==> config.mk <==
export PLATFORM = sky130hd
export DESIGN_NAME = press_event_gen
export DESIGN_NICKNAME = d
export VERILOG_FILES = /design/src/rtl/press_event_gen.sv
export SDC_FILE = /design/constraint.sdc
export NUM_CORES = 1
export LEC_CHECK = 0
export CAP_MARGIN = 30
export CORE_MARGIN = 4
export CORE_UTILIZATION = 60
export DETAILED_ROUTE_END_ITERATION = 16
export PLACE_DENSITY = 0.78
export SETUP_SLACK_MARGIN = 0.1
export SYNTH_ARGS = -nofsm -noshare
export SYNTH_HDL_FRONTEND = slang
export SYNTH_SLANG_ARGS = --single-unit
==> constraint.sdc <==
create_clock -name clk -period 4.1 [get_ports clk]
set_input_delay 1.025 -clock clk [delete_from_list [all_inputs] [get_ports clk]]
set_output_delay 1.025 -clock clk [all_outputs]
set_load 0.05 [all_outputs]
==> src/rtl/press_event_gen.sv <==
// Synchronises and debounces N switch inputs, emitting a stable level
// plus single-cycle press, release and long-press pulses per channel.
module press_event_gen #(
  parameter int N          = 2,
  parameter int DEBOUNCE   = 16777216,
  parameter int LONG_PRESS = 50000000
) (
  input  logic         clk,
  input  logic         rst,
  input  logic [N-1:0] sw,
  output logic [N-1:0] level,
  output logic [N-1:0] press,
  output logic [N-1:0] released,
  output logic [N-1:0] long,
  output logic         any_press
);

  localparam int MAXC = (DEBOUNCE > LONG_PRESS) ? DEBOUNCE : LONG_PRESS;
  localparam int CW   = $clog2(MAXC) + 1;

  localparam logic [CW-1:0] DB  = CW'(DEBOUNCE);
  localparam logic [CW-1:0] LP  = CW'(LONG_PRESS);
  localparam logic [CW-1:0] ONE = CW'(1);

  typedef enum logic [2:0] {
    IDLE,
    PRESS_WAIT,
    HELD,
    LONG,
    RELEASE_WAIT
  } state_t;

  logic [N-1:0] s1, s2;
  logic [N-1:0] level_n, press_n, rel_n, long_n;

  always_ff @(posedge clk) begin
    if (rst) begin
      s1        <= '0;
      s2        <= '0;
      level     <= '0;
      press     <= '0;
      released  <= '0;
      long      <= '0;
      any_press <= 1'b0;
    end else begin
      s1        <= sw;
      s2        <= s1;
      level     <= level_n;
      press     <= press_n;
      released  <= rel_n;
      long      <= long_n;
      any_press <= |press_n;
    end
  end

  for (genvar i = 0; i < N; i++) begin : g_ch
    state_t        st, st_n;
    logic [CW-1:0] cnt, cnt_n;
    logic          p_n, r_n, l_n;

    always_ff @(posedge clk) begin
      if (rst) begin
        st  <= IDLE;
        cnt <= '0;
      end else begin
        st  <= st_n;
        cnt <= cnt_n;
      end
    end

    // cnt holds samples already seen, so cnt + 1 includes the current one
    always_comb begin
      st_n  = st;
      cnt_n = cnt;
      p_n   = 1'b0;
      r_n   = 1'b0;
      l_n   = 1'b0;
      unique case (st)
        IDLE: begin
          if (s2[i]) begin
            if (DB == ONE) begin
              st_n  = HELD;
              p_n   = 1'b1;
              cnt_n = '0;
            end else begin
              st_n  = PRESS_WAIT;
              cnt_n = ONE;
            end
          end
        end
        PRESS_WAIT: begin
          if (!s2[i]) begin
            st_n  = IDLE;
            cnt_n = '0;
          end else if (cnt + ONE == DB) begin
            st_n  = HELD;
            p_n   = 1'b1;
            cnt_n = '0;
          end else begin
            cnt_n = cnt + ONE;
          end
        end
        HELD, LONG: begin
          if (!s2[i]) begin
            if (DB == ONE) begin
              st_n  = IDLE;
              r_n   = 1'b1;
              cnt_n = '0;
            end else begin
              st_n  = RELEASE_WAIT;
              cnt_n = ONE;
            end
          end else if (st == HELD) begin
            if (cnt + ONE == LP) begin
              st_n = LONG;
              l_n  = 1'b1;
            end else begin
              cnt_n = cnt + ONE;
            end
          end
        end
        RELEASE_WAIT: begin
          if (s2[i]) begin
            st_n  = LONG;
            cnt_n = '0;
          end else if (cnt + ONE == DB) begin
            st_n  = IDLE;
            r_n   = 1'b1;
            cnt_n = '0;
          end else begin
            cnt_n = cnt + ONE;
          end
        end
        default: begin
          st_n  = IDLE;
          cnt_n = '0;
        end
      endcase
    end

    assign level_n[i] = (st_n == HELD) || (st_n == LONG) ||
                        (st_n == RELEASE_WAIT);
    assign press_n[i] = p_n;
    assign rel_n[i]   = r_n;
    assign long_n[i]  = l_n;
  end

endmodule

==> impl_metrics.yaml, run 1 <==
outcome:
  status: "finished, final reports clean"
global_routing:
  antenna_found_initial: 0
  grt_pass1_vias: 4576
  grt_pass1_wl_um: 22500
  track_usage_pct: 27.0
  grt-ovfl-total: 0
  grt_max_degree: 23
routing:
  antenna_left: 0
  wire_per_inst_um: 17.3
  vias: 5260
  drt_iter0_drc: 389
  drc: 0
  drt-total-wl_um: 13500
  drt_pre_antenna_iters: 5
  drt-vias-per-instance: 6.75
setup_path:
  critPathMaxStageDelay_ns: 0.64
  crit_type: "reg -> reg"
  slowest_stage: "or4_1"
  arrival_ns: 4.09
  setup.worst_path.end_class: "flop"
  crit_required_ns: 4.35
  critPathBufInv: 1
  start_kind: "flop"
  critPathMaxFanout: 17
  critPathTopFamily: "simple AND/OR/NAND/NOR gates"
  crit_chain: "ha_2 > and4_1 > nand3_2 > or4_1 > xnor2_1 > or3_1 > o41ai_4 > buf_4 > nand2_4 > a221o_1"
die:
  row_count: 33
  start_util_pct: 62.5
  io_pins: 13
  die_w_um: 101
  die_area_sq_mm: 0.0102
  fp.dieH_um: 101
  coreArea_sq_mm: 0.00834
place:
  hpwl_um: 9580
  gp_congestion: 0.969
  place_area_sq_mm: 0.00532
  port_buffers: 12
yosys:
  yosys.cell_types.count: 75
  yosysTopAreaCellShare_pct: 28.0
  ys.warnings.count: 0
  ys_ff_latch: 73
  synthTopCellsByArea: "dfxtp_1 (28%), nand2_1 (5.3%), xnor2_1 (4.5%)"
  synth_fp_nets: 689
  synth_top_flop_cell: "dfxtp_1"
  synth.largest_area_cell: "dfxtp_1"
  synth-edff-count: 0
  syn_inst: 683
  avgSynthCellArea_sq_um: 7.63
  synthArstFlopShare_pct: 0
  seq_area_frac_synth_pct: 28.0
  netlist_area_sq_mm: 0.00521
timing:
  worst_slew_pin_slew_ns: 0.851
  fin_skew_ns: 0.0133
  slew_headroom_pct: 42.5
  finalSetupViolCount: 0
  fmax_mhz: 260
  rsz0062_at_grt: "no"
  tns_ns: 0
  period_minus_slack_ns: 3.84
  finalCritPeriodShare_pct: 93.7
  hold_viol: 0
  slew_violations: 0
min_path:
  min_path_type: "reg -> reg"
finish:
  fin_area_sq_mm: 0.00551
  nets: 675
  drive_gt1_share_pct: 9.20
  final_util_pct: 66.1
  area_delta_synth_final_pct: 5.71
  fillCellCount: 726
  diodes: 0
cts:
  cts_buffer_depth: 2
  cts_tree: "yes"
  htreeDepth: 3
  cts_setup_buffers: 0
  cts_made_buffers: 9
  root_buffer: "clkbuf_8"
  clk_pin_slew_ns: 0.09
  cts_sinks: 73
  insertion_delay_ns: 0.36
job:
  cap_viol_max_count: 0
power_and_ir_drop:
  pwr-share-seq_pct: 54.3
  clkPwrFrac_pct: 42.1
  total_power_mw: 1.32
  power.density_mw_per_mm2: 240
  combPwrFrac_pct: 3.6
  p_int_uw: 960
  switchingPower_uw: 361
  p_sw_share_pct: 27.3
  ir_worst_vdd_mv: 0.217
  leakage_nw: 1.83
[synth_stat cells (3+ instances only)]
master,number
nand2_1,73
and2_1,12
buf_4,6
nand3_1,40
o21a_1,7
or3_1,16
nand2b_1,3
or2_2,9
and4_1,12
a221oi_1,4
a211o_1,4
o21ai_1,5
xor2_1,4
a21o_1,7
xnor2_1,27
a221o_1,10
inv_1,14
buf_2,18
buf_6,3
o2bb2ai_1,5
dfxtp_1,73
o41ai_4,3
and3_1,7
clkbuf_1,25
or4_1,10
o211ai_1,5
o21bai_1,3
a22o_1,6
o21ai_0,27
a31oi_1,12
nor2b_1,12
nand4_1,20
nor2_1,54
o22ai_1,16
a211oi_1,7
a21oi_1,26
nor3_1,28
nor4_1,11
a22oi_1,6
mux2i_1,5
[registers in the layout, summed over array words and instances (netlist names)]
name,flops
s2,2
released,2
any_press,1
s1,2
long,2
press,2
g_ch.st,6
g_ch.cnt,54
level,2
[power groups by stage]
stage | combinational [mW] | clock, mW | sequential [mW]
after floorplan | 0.0362 | 0 | 0.731
after global placement | 0.0462 | 0 | 0.734
after detailed placement | 0.0472 | 0 | 0.734
after CTS | 0.0474 | 0.570 | 0.717
after global routing | 0.0521 | 0.597 | 0.718
final | 0.0478 | 0.556 | 0.717
[cells by family (layout without fill, tap and decap cells)]
family / after synthesis / count (layout) / synth area share [%]
simple gates: 324 / 324 / 33.3
compound gates: 180 / 180 / 25.6
flops: 73 / 73 / 28.0
buf+inv: 67 / 58 / 6.12
xor+xnor: 31 / 31 / 5.21
mux: 5 / 5 / 0.960
fa+ha+maj: 3 / 3 / 0.672
[final cells by class]
type	count	area, sq um	share of cell area (%)
clock buffers	9	124	2.25
clock inverters	7	61.3	1.11
inverters	14	52.6	0.954
multi-input cells	543	3440	62.4
flip-flops and latches	73	1460	26.5
well taps	105	131	2.38
repair buffers	28	240	4.36
[placed cells by master (no fill, tap or decap), drive strengths merged, types with 18 or more instances in the layout]
master / netlist / layout
nand2: 74 / 74
nand3: 41 / 41
xnor2: 27 / 27
a21oi: 26 / 26
inv: 14 / 18
o21ai: 32 / 32
nor2: 56 / 56
nand4: 21 / 21
nor3: 28 / 28
dfxtp: 73 / 73
[metal layers]
layer	vias up	wire length (um)	GRT usage [%]
met3	17	1240	5.30
met1	2462	6160	40.1
met4	0	126	5.62
met5	-	0	0
li1	2540	-	-
met2	241	5980	40.5
[worst paths after layout]
path	start	end	cells past startpoint	slack (ns)
setup / recovery	g_ch[0].cnt[0]	g_ch[0].cnt[9]	10	0.26
hold / removal	s1[1]	s2[1]	1	0.46
setup reg to reg	g_ch[0].cnt[0]	g_ch[0].cnt[9]	10	0.26
hold reg to reg	s1[1]	s2[1]	1	0.46
[timing repair]
item,in CTS,in global routing
endpoints found under the setup margin,0,10
hold buffers,0,0
resized for setup,0,1
[stage by stage]
stage / hold slack [ns] / setup slack (ns) / std cells
2_1_floorplan: 0.414 / 0.631 / 683
3_3_place_gp: 0.418 / 0.397 / 763
3_5_place_dp: 0.437 / 0.299 / 763
4_1_cts: 0.459 / 0.254 / 779
5_1_grt: 0.471 / 0.114 / 779
6_report: 0.455 / 0.259 / 779
[worst reg2reg max path, delay by kind of cell (launching register included)]
family | cells | cell delay (ns)
flops | 1 | 0.44
xor+xnor | 1 | 0.18
simple gates | 5 | 1.81
fa+ha+maj | 1 | 0.29
buf+inv | 1 | 0.29
compound gates | 2 | 0.72
Power figures use the tool's default switching activity.
==> inputs of run 2 (changes only) <==
DONT_BUFFER_PORTS = 1   (was not set)
GPL_TIMING_DRIVEN = 0   (was not set)
PLACE_DENSITY = 0.76   (was 0.78)
==> impl_metrics.yaml, run 2 (synthesized netlist as in run 1, its figures left out) <==
timing:
  fmax_mhz: 257
  finalCritPeriodShare_pct: 94.8
  fin_skew_ns: 0.0102
  slew_violations: 0
  rsz0062_at_grt: "yes"
  slew_headroom_pct: 44.3
  finalSetupViolCount: 0
  hold_viol: 0
  worst_slew_pin_slew_ns: 0.824
  period_minus_slack_ns: 3.89
  timing.final.ws_setup_ns: 0.214
setup_path:
  critPathTopFamily: "simple AND/OR/NAND/NOR gates"
  setup.worst_path.end_class: "flop"
  crit_type: "reg -> reg"
  arrival_ns: 4.13
  slowest_stage: "or4_1"
  crit_chain: "ha_1 > nand3_1 > or4_1 > or3_1 > o211a_1 > nor2_2 > a41oi_2 > buf_2 > o22ai_1 > o21ai_1"
  critPathMaxFanout: 10
  critPathMaxStageDelay_ns: 0.68
  critPathBufInv: 1
  start_kind: "flop"
  crit_required_ns: 4.35
finish:
  final_cell_mix: "nand2_1 (73), dfxtp_1 (73), nor2_1 (54)"
  final_cells: 810
  largest_reg_flops: 54
  diodes: 0
  drive_gt1_share_pct: 12.1
  top_register: "g_ch.cnt"
  fillCellCount: 743
  reg_top3: "g_ch.cnt: 54 flops, g_ch.st: 6 flops"
  fin_area_sq_mm: 0.00563
  area_delta_synth_final_pct: 8.02
  nets: 706
die:
  die_w_um: 101
  coreArea_sq_mm: 0.00834
  fp.dieH_um: 101
  io_pins: 13
  row_count: 33
  die_area_sq_mm: 0.0102
  start_util_pct: 62.5
global_routing:
  grt_max_degree: 15
  grt_pass1_vias: 4875
  grt-ovfl-total: 0
  track_usage_pct: 29.3
  antenna_found_initial: 0
  grt_pass1_wl_um: 24200
place:
  dp_cells: 789
  gp_congestion: 0.940
  port_buffers: 0
  place_area_sq_mm: 0.00535
  hpwl_um: 10500
  place_ws_ns: -0.122
routing:
  drt-vias-per-instance: 6.57
  drc: 0
  wire_per_inst_um: 18.0
  drt_iter0_drc: 553
  antenna_left: 0
  drt-total-wl_um: 14600
  drt_pre_antenna_iters: 5
  vias: 5324
cts:
  cts_buffer_depth: 2
  cts_tree: "yes"
  root_buffer: "clkbuf_8"
  htreeDepth: 3
  cts_sinks: 73
  insertion_delay_ns: 0.35
  cts_made_buffers: 9
  clk_pin_slew_ns: 0.08
power_and_ir_drop:
  total_power_mw: 1.36
  power.density_mw_per_mm2: 241
  leakage_nw: 1.95
  ir_worst_vdd_mv: 0.268
min_path:
  min_path_type: "reg -> reg"
outcome:
  status: "finished, final reports clean"
job:
  cap_viol_max_count: 0
## run 2: where the power goes
| group | leakage [nW] | switching [mW] | internal [mW] |
|---|---|---|---|
| combinational | 1.26 | 0.0368 | 0.0162 |
| sequential | 0.589 | 0.00325 | 0.712 |
| clock | 0.0925 | 0.303 | 0.286 |
| total | 1.95 | 0.343 | 1.01 |
## run 2: worst register-to-register path: cells and delay by family (launching register included)
kind                       cells  cell delay [ns]
and+or+nand+nor                4             1.74
AOI/OAI and AO/OA              4             0.92
DFF                            1             0.46
adders and majority gates      1             0.34
buffers and inverters          1             0.34
## run 2: worst paths after layout
| path | from | endpoint | slack, ns | depth (start not counted) |
|---|---|---|---|---|
| worst min-delay path | s1[1] | s2[1] | 0.45 | 1 |
| worst max-delay path | g_ch[1].cnt[1] | g_ch[1].cnt[24] | 0.21 | 10 |
| worst min register to register | s1[1] | s2[1] | 0.45 | 1 |
| worst max register to register | g_ch[1].cnt[1] | g_ch[1].cnt[24] | 0.21 | 10 |
## run 2: metrics by stage
stage | TNS [ns] | hold slack [ns] | utilization, %
floorplan | 0 | 0.414 | -
global placement | -1.06 | 0.417 | 64.1
detailed placement | -0.690 | 0.424 | 64.1
CTS | 0 | 0.448 | 67.1
global route | 0 | 0.478 | 67.5
finish | 0 | 0.449 | 67.5
## run 2: per-layer routing
| layer | routed length (um) | GRT usage [%] | up-vias |
|---|---|---|---|
| li1 | - | - | 2594 |
| met2 | 6150 | 41.4 | 224 |
| met1 | 7060 | 44.7 | 2476 |
| met5 | 0 | 0 | - |
| met4 | 274 | 9.92 | 0 |
| met3 | 1130 | 4.68 | 30 |
## run 2: cell type report
| type | instances | area (sq um) | area share, % |
|---|---|---|---|
| Clock buffer | 9 | 124 | 2.20 |
| Tap cell | 105 | 131 | 2.33 |
| Clock inverter | 7 | 78.8 | 1.40 |
| Buffer | 53 | 270 | 4.80 |
| Timing Repair Buffer | 6 | 42.5 | 0.756 |
| Inverter | 14 | 52.6 | 0.934 |
| Multi-Input combinational cell | 543 | 3470 | 61.6 |
| Sequential cell | 73 | 1460 | 26.0 |
## run 2: what timing repair did
action / CTS / global route
setup buffers: 5 / 0
setup endpoints to repair: 19 / 19
hold endpoints to repair: 0 / 0
pin swaps: 2 / 0
gates cloned: 0 / 0
resized for setup: 2 / 11
hold buffers: 0 / 0
==> inputs of run 3 (changes only) <==
SLEW_MARGIN = 0   (was not set)
==> results of run 3 <==
Same layout as run 2: the final DEF is identical, and so are final timing and power.
